## src/rtl/npcnn_pkg.sv

```systemverilog
// Shared widths, FSM state type and max helpers for the npcnn pooling stage.
package npcnn_pkg;

  localparam int DATA_W = 20;
  localparam int ACT_W  = 8;

  typedef enum logic {
    IDLE = 1'b0,
    RUN  = 1'b1
  } state_t;

  function automatic logic [DATA_W-1:0] max_u(input logic [DATA_W-1:0] a,
                                               input logic [DATA_W-1:0] b);
    return (a > b) ? a : b;
  endfunction

  function automatic logic signed [DATA_W-1:0] max_s(input logic signed [DATA_W-1:0] a,
                                                      input logic signed [DATA_W-1:0] b);
    return (a > b) ? a : b;
  endfunction

endpackage

```

## src/rtl/npcnn_linebuf.sv

```systemverilog
// Register-based line buffer holding one partial pooled row (even-row pair maxima).
module npcnn_linebuf #(
  parameter int depth = 2,
  parameter int width = 20,
  localparam int AW   = (depth > 1) ? $clog2(depth) : 1
) (
  input  logic             clk,
  input  logic             we,
  input  logic [AW-1:0]    waddr,
  input  logic [width-1:0] wdata,
  input  logic [AW-1:0]    raddr,
  output logic [width-1:0] rdata
);

  // No reset: every entry is written on the even row before the odd row reads it.
  logic [width-1:0] mem [depth];

  always_ff @(posedge clk) begin
    if (we) mem[waddr] <= wdata;
  end

  assign rdata = mem[raddr];

endmodule

```

## src/rtl/npcnn_maxpool.sv

```systemverilog
// 2x2 max-pool with ReLU and saturating requantisation over a raster-order o_size x o_size map.
module npcnn_maxpool
  import npcnn_pkg::*;
#(
  parameter int o_size = 4,
  parameter int shift  = 4
) (
  input  logic              clk,
  input  logic              reset,
  input  logic              start,
  input  logic [DATA_W-1:0] din,
  input  logic              din_valid,
  output logic [ACT_W-1:0]  dout,
  output logic              dout_valid,
  output logic              frame_done,
  output logic              busy,
  output state_t            fsm_state
);

  localparam int HALF = o_size / 2;
  localparam int CW   = (o_size > 2) ? $clog2(o_size) : 1;
  localparam int AW   = (HALF > 1) ? $clog2(HALF) : 1;
  localparam logic [DATA_W-1:0] SAT_MAX = DATA_W'((1 << ACT_W) - 1);

  generate
    if ((o_size % 2) != 0 || o_size < 2) begin : g_bad_size
      $error("npcnn_maxpool: o_size must be even and at least 2");
    end
  endgenerate

  state_t state, state_nx;
  logic [CW-1:0] row, col, col_half;
  logic [DATA_W-1:0] h, r, lb_rdata, pooled, q;
  logic accept, last_px, win, lb_we;
  logic [AW-1:0] lb_addr;

  assign accept   = (state == RUN) && din_valid;
  assign last_px  = (row == CW'(o_size - 1)) && (col == CW'(o_size - 1));
  assign r        = din[DATA_W-1] ? '0 : din;
  assign col_half = col >> 1;
  assign lb_addr  = col_half[AW-1:0];
  assign lb_we    = accept && !row[0] && col[0];
  assign win      = accept && row[0] && col[0];
  assign pooled   = max_u(h, r);
  assign q        = pooled >> shift;
  assign busy      = (state == RUN);
  assign fsm_state = state;

  always_comb begin
    state_nx = state;
    case (state)
      IDLE:    if (start) state_nx = RUN;
      RUN:     if (accept && last_px) state_nx = IDLE;
      default: state_nx = IDLE;
    endcase
  end

  always_ff @(posedge clk or negedge reset) begin
    if (!reset) state <= IDLE;
    else        state <= state_nx;
  end

  // Counters and hold register; a start in IDLE clears position, start in RUN is ignored.
  always_ff @(posedge clk or negedge reset) begin
    if (!reset) begin
      row <= '0;
      col <= '0;
      h   <= '0;
    end else if (state == IDLE && start) begin
      row <= '0;
      col <= '0;
    end else if (accept) begin
      if (col == CW'(o_size - 1)) begin
        col <= '0;
        row <= row + CW'(1);
      end else begin
        col <= col + CW'(1);
      end
      if (!col[0]) h <= row[0] ? max_u(lb_rdata, r) : r;
    end
  end

  always_ff @(posedge clk or negedge reset) begin
    if (!reset) begin
      dout       <= '0;
      dout_valid <= 1'b0;
      frame_done <= 1'b0;
    end else begin
      dout_valid <= win;
      frame_done <= win && last_px;
      if (win) dout <= (q > SAT_MAX) ? SAT_MAX[ACT_W-1:0] : q[ACT_W-1:0];
    end
  end

  npcnn_linebuf #(
    .depth(HALF),
    .width(DATA_W)
  ) u_linebuf (
    .clk  (clk),
    .we   (lb_we),
    .waddr(lb_addr),
    .wdata(pooled),
    .raddr(lb_addr),
    .rdata(lb_rdata)
  );

endmodule

```

## config.mk

```make
export PLATFORM = sky130hd
export DESIGN_NAME = npcnn_maxpool
export DESIGN_NICKNAME = d
export VERILOG_FILES = /design/src/rtl/npcnn_pkg.sv /design/src/rtl/npcnn_linebuf.sv /design/src/rtl/npcnn_maxpool.sv
export SDC_FILE = /design/constraint.sdc
export NUM_CORES = 1
export LEC_CHECK = 0
export ABC_AREA = 1
export CAP_MARGIN = 40
export CORE_MARGIN = 2
export CORE_UTILIZATION = 45
export CTS_BUF_LIST = sky130_fd_sc_hd__clkbuf_8
export CTS_CLUSTER_DIAMETER = 60
export DETAILED_ROUTE_END_ITERATION = 10
export SETUP_SLACK_MARGIN = 0.3
export SLEW_MARGIN = 5
export SYNTH_ARGS = -nofsm -noshare
export SYNTH_HDL_FRONTEND = slang
export SYNTH_HIERARCHICAL = 1
export SYNTH_SLANG_ARGS = --single-unit
```

## constraint.sdc

```tcl
create_clock -name clk -period 4.3 [get_ports clk]
set_input_delay 0.86 -clock clk [delete_from_list [all_inputs] [get_ports clk]]
set_output_delay 0.86 -clock clk [all_outputs]
set_load 0.01 [all_outputs]
```

==> impl_metrics.json, run 1 <==
{
  "slew_viol_final": 0,
  "fin_tns_setup_ns": 0,
  "die_height_um": 104,
  "final_cells": 706,
  "r2r_setup_slack_ns": 1.35,
  "slew_headroom": 0.553,
  "worstPathRequired_ns": 4.55,
  "final_nets": 632,
  "vias": 3564,
  "wl_mm": 10.5,
  "worstReg2RegStart": "col[1]",
  "min_period_ns": 3.67,
  "fin_crit_sh": 0.854,
  "n_fill_cell": 937,
  "drcViolationCount": 0,
  "drt_iter0_markers": 184,
  "finalSetupViolCount": 0,
  "antennaDiodeCount": 0,
  "clk_pin_slew_worst_paths_ns": 0.08,
  "met2_usage": 0.325,
  "critical_path_arrival_ns": 3.92,
  "place_congestion": 0.854,
  "avgSynthCellArea_um2": 8.56,
  "start_util": 0.463,
  "hold_viol_final": 0,
  "die_x_um": 104,
  "use_met3": 0.0357,
  "worstPathMaxFanout": 23,
  "vdd_drop_max_uv": 446,
  "grt_pass1_wl_mm": 17.5,
  "outcome": "completed",
  "core-area_mm2": 0.00977,
  "wl_per_cell_um": 14.8,
  "clk_latency_ns": 0.35,
  "track_usage": 0.205,
  "grt_pass1_vias": 3489,
  "drv_cap": 0,
  "tightest_slew_ns": 0.668,
  "powerDensity_mw_per_mm2": 693,
  "crit_type": "input port to register",
  "portBuffers": 35,
  "drive_gt1_frac": 0.119,
  "worstRegToRegCells": 12,
  "die_area_mm2": 0.0109,
  "clock.fmax_ghz": 0.272,
  "clock-root-buffer": "clkbuf_8",
  "synth_cell_types": 31,
  "busiest_layer": "met2",
  "syn_inst": 529,
  "finalClockSkew_ns": 0.0124,
  "drtAntennaViolNets": 0,
  "rows": 36,
  "hold_buffers": 0,
  "hold_class": "input port to asynchronous set/reset pin",
  "grt_max_degree": 38,
  "avgViaCountPerCell": 5.05,
  "synthToLayoutAreaGrowth_pct": 15.9,
  "cp-start-kind": "input port",
  "numCtsBuffers": 9,
  "grt_antenna_before_repair": 0,
  "clock-sinks": 75,
  "synth_area_mm2": 0.00453,
  "p_leak_uw": 0.00246,
  "cts_tree": "done",
  "r2r_end": "h[0]",
  "end_kind": "register",
  "hpwl_mm": 7.65,
  "firstDrtPassIters": 4,
  "seq_area_frac_synth": 0.459,
  "post_cts_buffers": 0,
  "synth_fp_nets": 593,
  "clk_path_buf_depth": 2,
  "rsz0062_at_grt": "false",
  "cts_resized": 0,
  "place_inst": 690,
  "grt-ovfl-total": 0,
  "synth_warnings": 6,
  "use_met1": 0.276,
  "ys_seq_elements": 75,
  "htree_levels": 3,
  "finalPower_uw": 3640,
  "holdWs_ns": 0.425,
  "io_pins": 36
}
-- cells by family after synthesis --
kind of cell,after synthesis,synth area share
DFF,75,0.459
buffers and inverters,62,0.0624
AOI/OAI and AO/OA,67,0.0763
adders and majority gates,40,0.111
and+or+nand+nor,285,0.292
-- synth_stat cells, drive strengths merged --
cell type  count  area (um2)
edfxtp        40        1200
dfrtp         35         876
or2            8        50.1
nand3         41         238
and3           1        6.26
nand2        196         791
nand4          2        27.5
a21o           1        7.51
clkinv         3        11.3
nor3           5        30.0
o211ai         3        22.5
nor2          28         138
ha            40         500
buf           12        95.1
inv           41         154
a21oi         35         175
clkbuf         6        22.5
o21ai         28         140
nand3b         4        42.5
-- flip-flops by register name (all words and copies together) (netlist names) --
signal,count
busy,1
dout_valid,1
col,2
h,20
u_linebuf/mem,40
row,2
frame_done,1
dout,8
-- report_power, final --
group / total, uW / leakage [uW] / internal, uW / switching [uW]
Combinational: 1840 / 0.00157 / 649 / 1190
Sequential: 1200 / 0.000780 / 1070 / 137
Clock: 594 / 0.000113 / 338 / 256
-- worst max path at each step --
stage                       start      end  slack (ns)  depth (start not counted)
after floorplan           din[19]  dout[0]        1.25                         18
after global placement    din[19]  dout[7]        0.22                         16
after detailed placement  din[19]  dout[1]        0.19                         16
after CTS                 din[19]  dout[1]        0.56                         16
after global routing      din[19]  dout[6]        0.33                         21
final                     din[19]  dout[1]        0.63                         16
-- stage by stage --
stage	area, um2	worst slack, ns	utilization
final	5250	0.629	0.537
after global routing	5250	0.326	0.537
after CTS	5240	0.559	0.536
after detailed placement	5020	0.192	0.514
after global placement	4990	0.223	0.510
after floorplan	4530	1.25	-
-- cell usage in the layout, fill, tap and decap left out, types with 2 or more instances in the layout --
cell type,count
a21oi_1,35
buf_4,9
bufinv_16,2
clkbuf_8,10
clkdlybuf4s50_1,34
clkinv_1,2
clkinv_2,2
clkinvlp_4,2
dfrtp_1,35
edfxtp_1,40
ha_1,40
inv_1,40
inv_2,2
nand2_1,181
nand2_2,11
nand2_4,4
nand3_1,36
nand3_2,4
nand3b_1,3
nor2_1,21
nor2_2,4
nor2_4,3
nor3_1,4
o211ai_1,3
o21ai_0,28
or2_2,8
-- layer usage --
layer	wire length, um	up-vias
li1	-	1820
met4	182	0
met1	4820	1637
met2	4850	92
met5	0	-
met3	625	15
-- area by class of cell --
type,count,area (um2),share of cell area
clock buffer,10,138,0.0262
timing repair buffer,46,448,0.0853
clock inverter,6,81.3,0.0155
inverter,44,169,0.0322
tap,133,166,0.0317
sequential,75,2080,0.396
multi-input combinational,392,2170,0.413
-- critical path, cell delays in order --
cell	delay, ns
clkdlybuf4s50_1	0.50
clkinvlp_4	0.24
nand2_1	0.25
ha_1	0.28
a21oi_1	0.17
nand2_1	0.08
a21oi_1	0.27
nand3_4	0.26
nand2_4	0.31
nand2_1	0.08
nand2_1	0.09
nand2_1	0.09
nor2_4	0.22
nand3_1	0.10
nand2_1	0.07
inv_1	0.03
Note: power is estimated with default switching activity, not from simulation.
==> run 2: changes to the inputs <==
--- a/config.mk
+++ b/config.mk
@@ -12,6 +12,7 @@
 export CTS_BUF_LIST = sky130_fd_sc_hd__clkbuf_8
 export CTS_CLUSTER_DIAMETER = 60
 export DETAILED_ROUTE_END_ITERATION = 10
+export REMOVE_ABC_BUFFERS = 1
 export SETUP_SLACK_MARGIN = 0.3
 export SLEW_MARGIN = 5
 export SYNTH_ARGS = -nofsm -noshare
==> run 2 against run 1 <==
Against the previous run: maximum frequency grew 7.7%; cell area fell by 0.31%; non-clock buffer count is the same; die area stayed put; power grew 0.39%; combinational power about the same; worst hold slack worse by 0.080 ns; critical endpoint is now dout[3]; largest power group unchanged.
==> impl_metrics.json, run 2 (synthesis results as in run 1) <==
{
  "drt_iter0_markers": 218,
  "path_depth": 19,
  "grt_antenna_before_repair": 0,
  "outcome": "completed",
  "die_area_mm2": 0.0109,
  "slowest_stage": "clkdlybuf4s50_1",
  "post_dp_cell_area_mm2": 0.00502,
  "slew_headroom": 0.561,
  "fin_crit_sh": 0.793,
  "finalSetupViolCount": 0,
  "cts_resized": 0,
  "p_leak_uw": 0.00245,
  "tightest_slew_ns": 0.656,
  "io_pins": 36,
  "grt_pass1_wl_mm": 18.3,
  "r2r_end": "h[18]",
  "hold_buffers": 0,
  "start_util": 0.463,
  "die_x_um": 104,
  "slowest_delay_ns": 0.47,
  "htree_levels": 3,
  "fin_tns_setup_ns": 0,
  "place_ws_ns": 0.500,
  "grt_max_degree": 38,
  "drive_gt1_frac": 0.117,
  "slew_viol_final": 0,
  "cts_tree": "done",
  "worstPathRequired_ns": 4.57,
  "finalPower_uw": 3650,
  "drv_cap": 0,
  "antennaDiodeCount": 0,
  "place_congestion": 0.846,
  "min_period_ns": 3.41,
  "clock.fmax_ghz": 0.293,
  "crit_path_frequent_cell": "nand2_1",
  "final_area_mm2": 0.00523,
  "die_height_um": 104,
  "end_kind": "register",
  "worstRegToRegCells": 12,
  "finalClockSkew_ns": 0.0112,
  "grt_pass1_vias": 3645,
  "post_cts_buffers": 0,
  "wl_per_cell_um": 15.1,
  "drtAntennaViolNets": 0,
  "vdd_drop_max_uv": 262,
  "firstDrtPassIters": 5,
  "avgViaCountPerCell": 5.10,
  "worstPathMaxFanout": 23,
  "cp-start-kind": "input port",
  "crit_chain": "clkdlybuf4s50_1, clkinv_1, buf_4, nand2_1, ha_1, nand2_1, inv_1, nand2_1, nand2_1, a21oi_1, nand3_4, nand2_4, nand2_1, nand2_1, nand2_1, nor2_4, nand3_1, nand2_1, inv_1",
  "worstReg2RegStart": "col[1]",
  "hold_class": "input port to asynchronous set/reset pin",
  "final_nets": 632,
  "cp_top_family": "simple AND/OR/NAND/NOR gates",
  "setup_slack_ns": 0.890,
  "crit_type": "input port to register",
  "grt-ovfl-total": 0,
  "vias": 3602,
  "largest_register": "u_linebuf/mem",
  "largest_register_ffs": 40,
  "powerDensity_mw_per_mm2": 698,
  "critical_path_arrival_ns": 3.68,
  "synthToLayoutAreaGrowth_pct": 15.6,
  "place_inst": 689,
  "final_cells": 706,
  "rsz0062_at_grt": "false",
  "clock-sinks": 75,
  "wl_mm": 10.7,
  "reg.largest.list": "u_linebuf/mem: 40 flops, h: 20 flops, dout: 8 flops",
  "core-area_mm2": 0.00977,
  "clk_path_buf_depth": 2,
  "hpwl_mm": 7.84,
  "cp_num_buf_inv": 5,
  "track_usage": 0.213,
  "final_cell_mix": "nand2_1 (182), ha_1 (40), edfxtp_1 (40), inv_1 (39), nand3_1 (36)",
  "clk_pin_slew_worst_paths_ns": 0.09,
  "rows": 36,
  "clk_latency_ns": 0.36,
  "hold_viol_final": 0,
  "clock-root-buffer": "clkbuf_8",
  "final_common_cell": "nand2_1",
  "portBuffers": 35,
  "numCtsBuffers": 9,
  "r2r_setup_slack_ns": 0.89,
  "drcViolationCount": 0
}
-- run 2: changes by cell type in the layout (fill, tap and decap cells not counted), sizes merged --
cell and delta:
bufinv -1, inv +1
-- run 2: worst max path at each step --
stage / from / end / slack (ns)
6_report: din[19] / dout[3] / 0.89
5_1_grt: col[1] / h[1] / 0.44
4_1_cts: col[1] / h[18] / 0.84
3_5_place_dp: din[19] / dout[3] / 0.50
3_3_place_gp: din[19] / dout[7] / 0.57
2_1_floorplan: din[19] / dout[0] / 0.96
-- run 2: worst register-to-register path, cell delays in order (launching register included) --
cell	delay, ns
dfrtp_1	0.71
inv_2	0.35
nand2_1	0.15
nand2_1	0.08
ha_1	0.32
nand4_1	0.15
nor3_1	0.30
and3_1	0.24
nand2_1	0.06
nand3_1	0.12
nand2_2	0.38
o21ai_0	0.31
o21ai_0	0.12
-- run 2: final cells by class --
| type | instances | area (um2) |
|---|---|---|
| tap | 133 | 166 |
| fill | 913 | 4540 |
| timing repair buffer | 46 | 448 |
| sequential | 75 | 2080 |
| multi-input combinational | 392 | 2170 |
| inverter | 44 | 165 |
| clock inverter | 6 | 71.3 |
| clock buffer | 10 | 138 |
-- run 2: report_power, final --
part	leakage (uW)	internal [uW]	switching, uW
logic	0.00157	659	1200
clock network	0.0000995	289	286
registers	0.000780	1070	149
-- run 2: metal layers --
metal	vias up	track usage	wire length, um
met5	-	0	0
met2	78	0.341	4920
met4	0	0.0492	148
met1	1691	0.297	5220
li1	1821	-	-
met3	12	0.0451	386
-- run 2: per-stage QoR --
step                utilization  hold slack [ns]
global placement          0.510            0.473
global route              0.535            0.338
floorplan                     -            0.449
finish                    0.535            0.345
CTS                       0.535            0.339
detailed placement        0.513            0.495
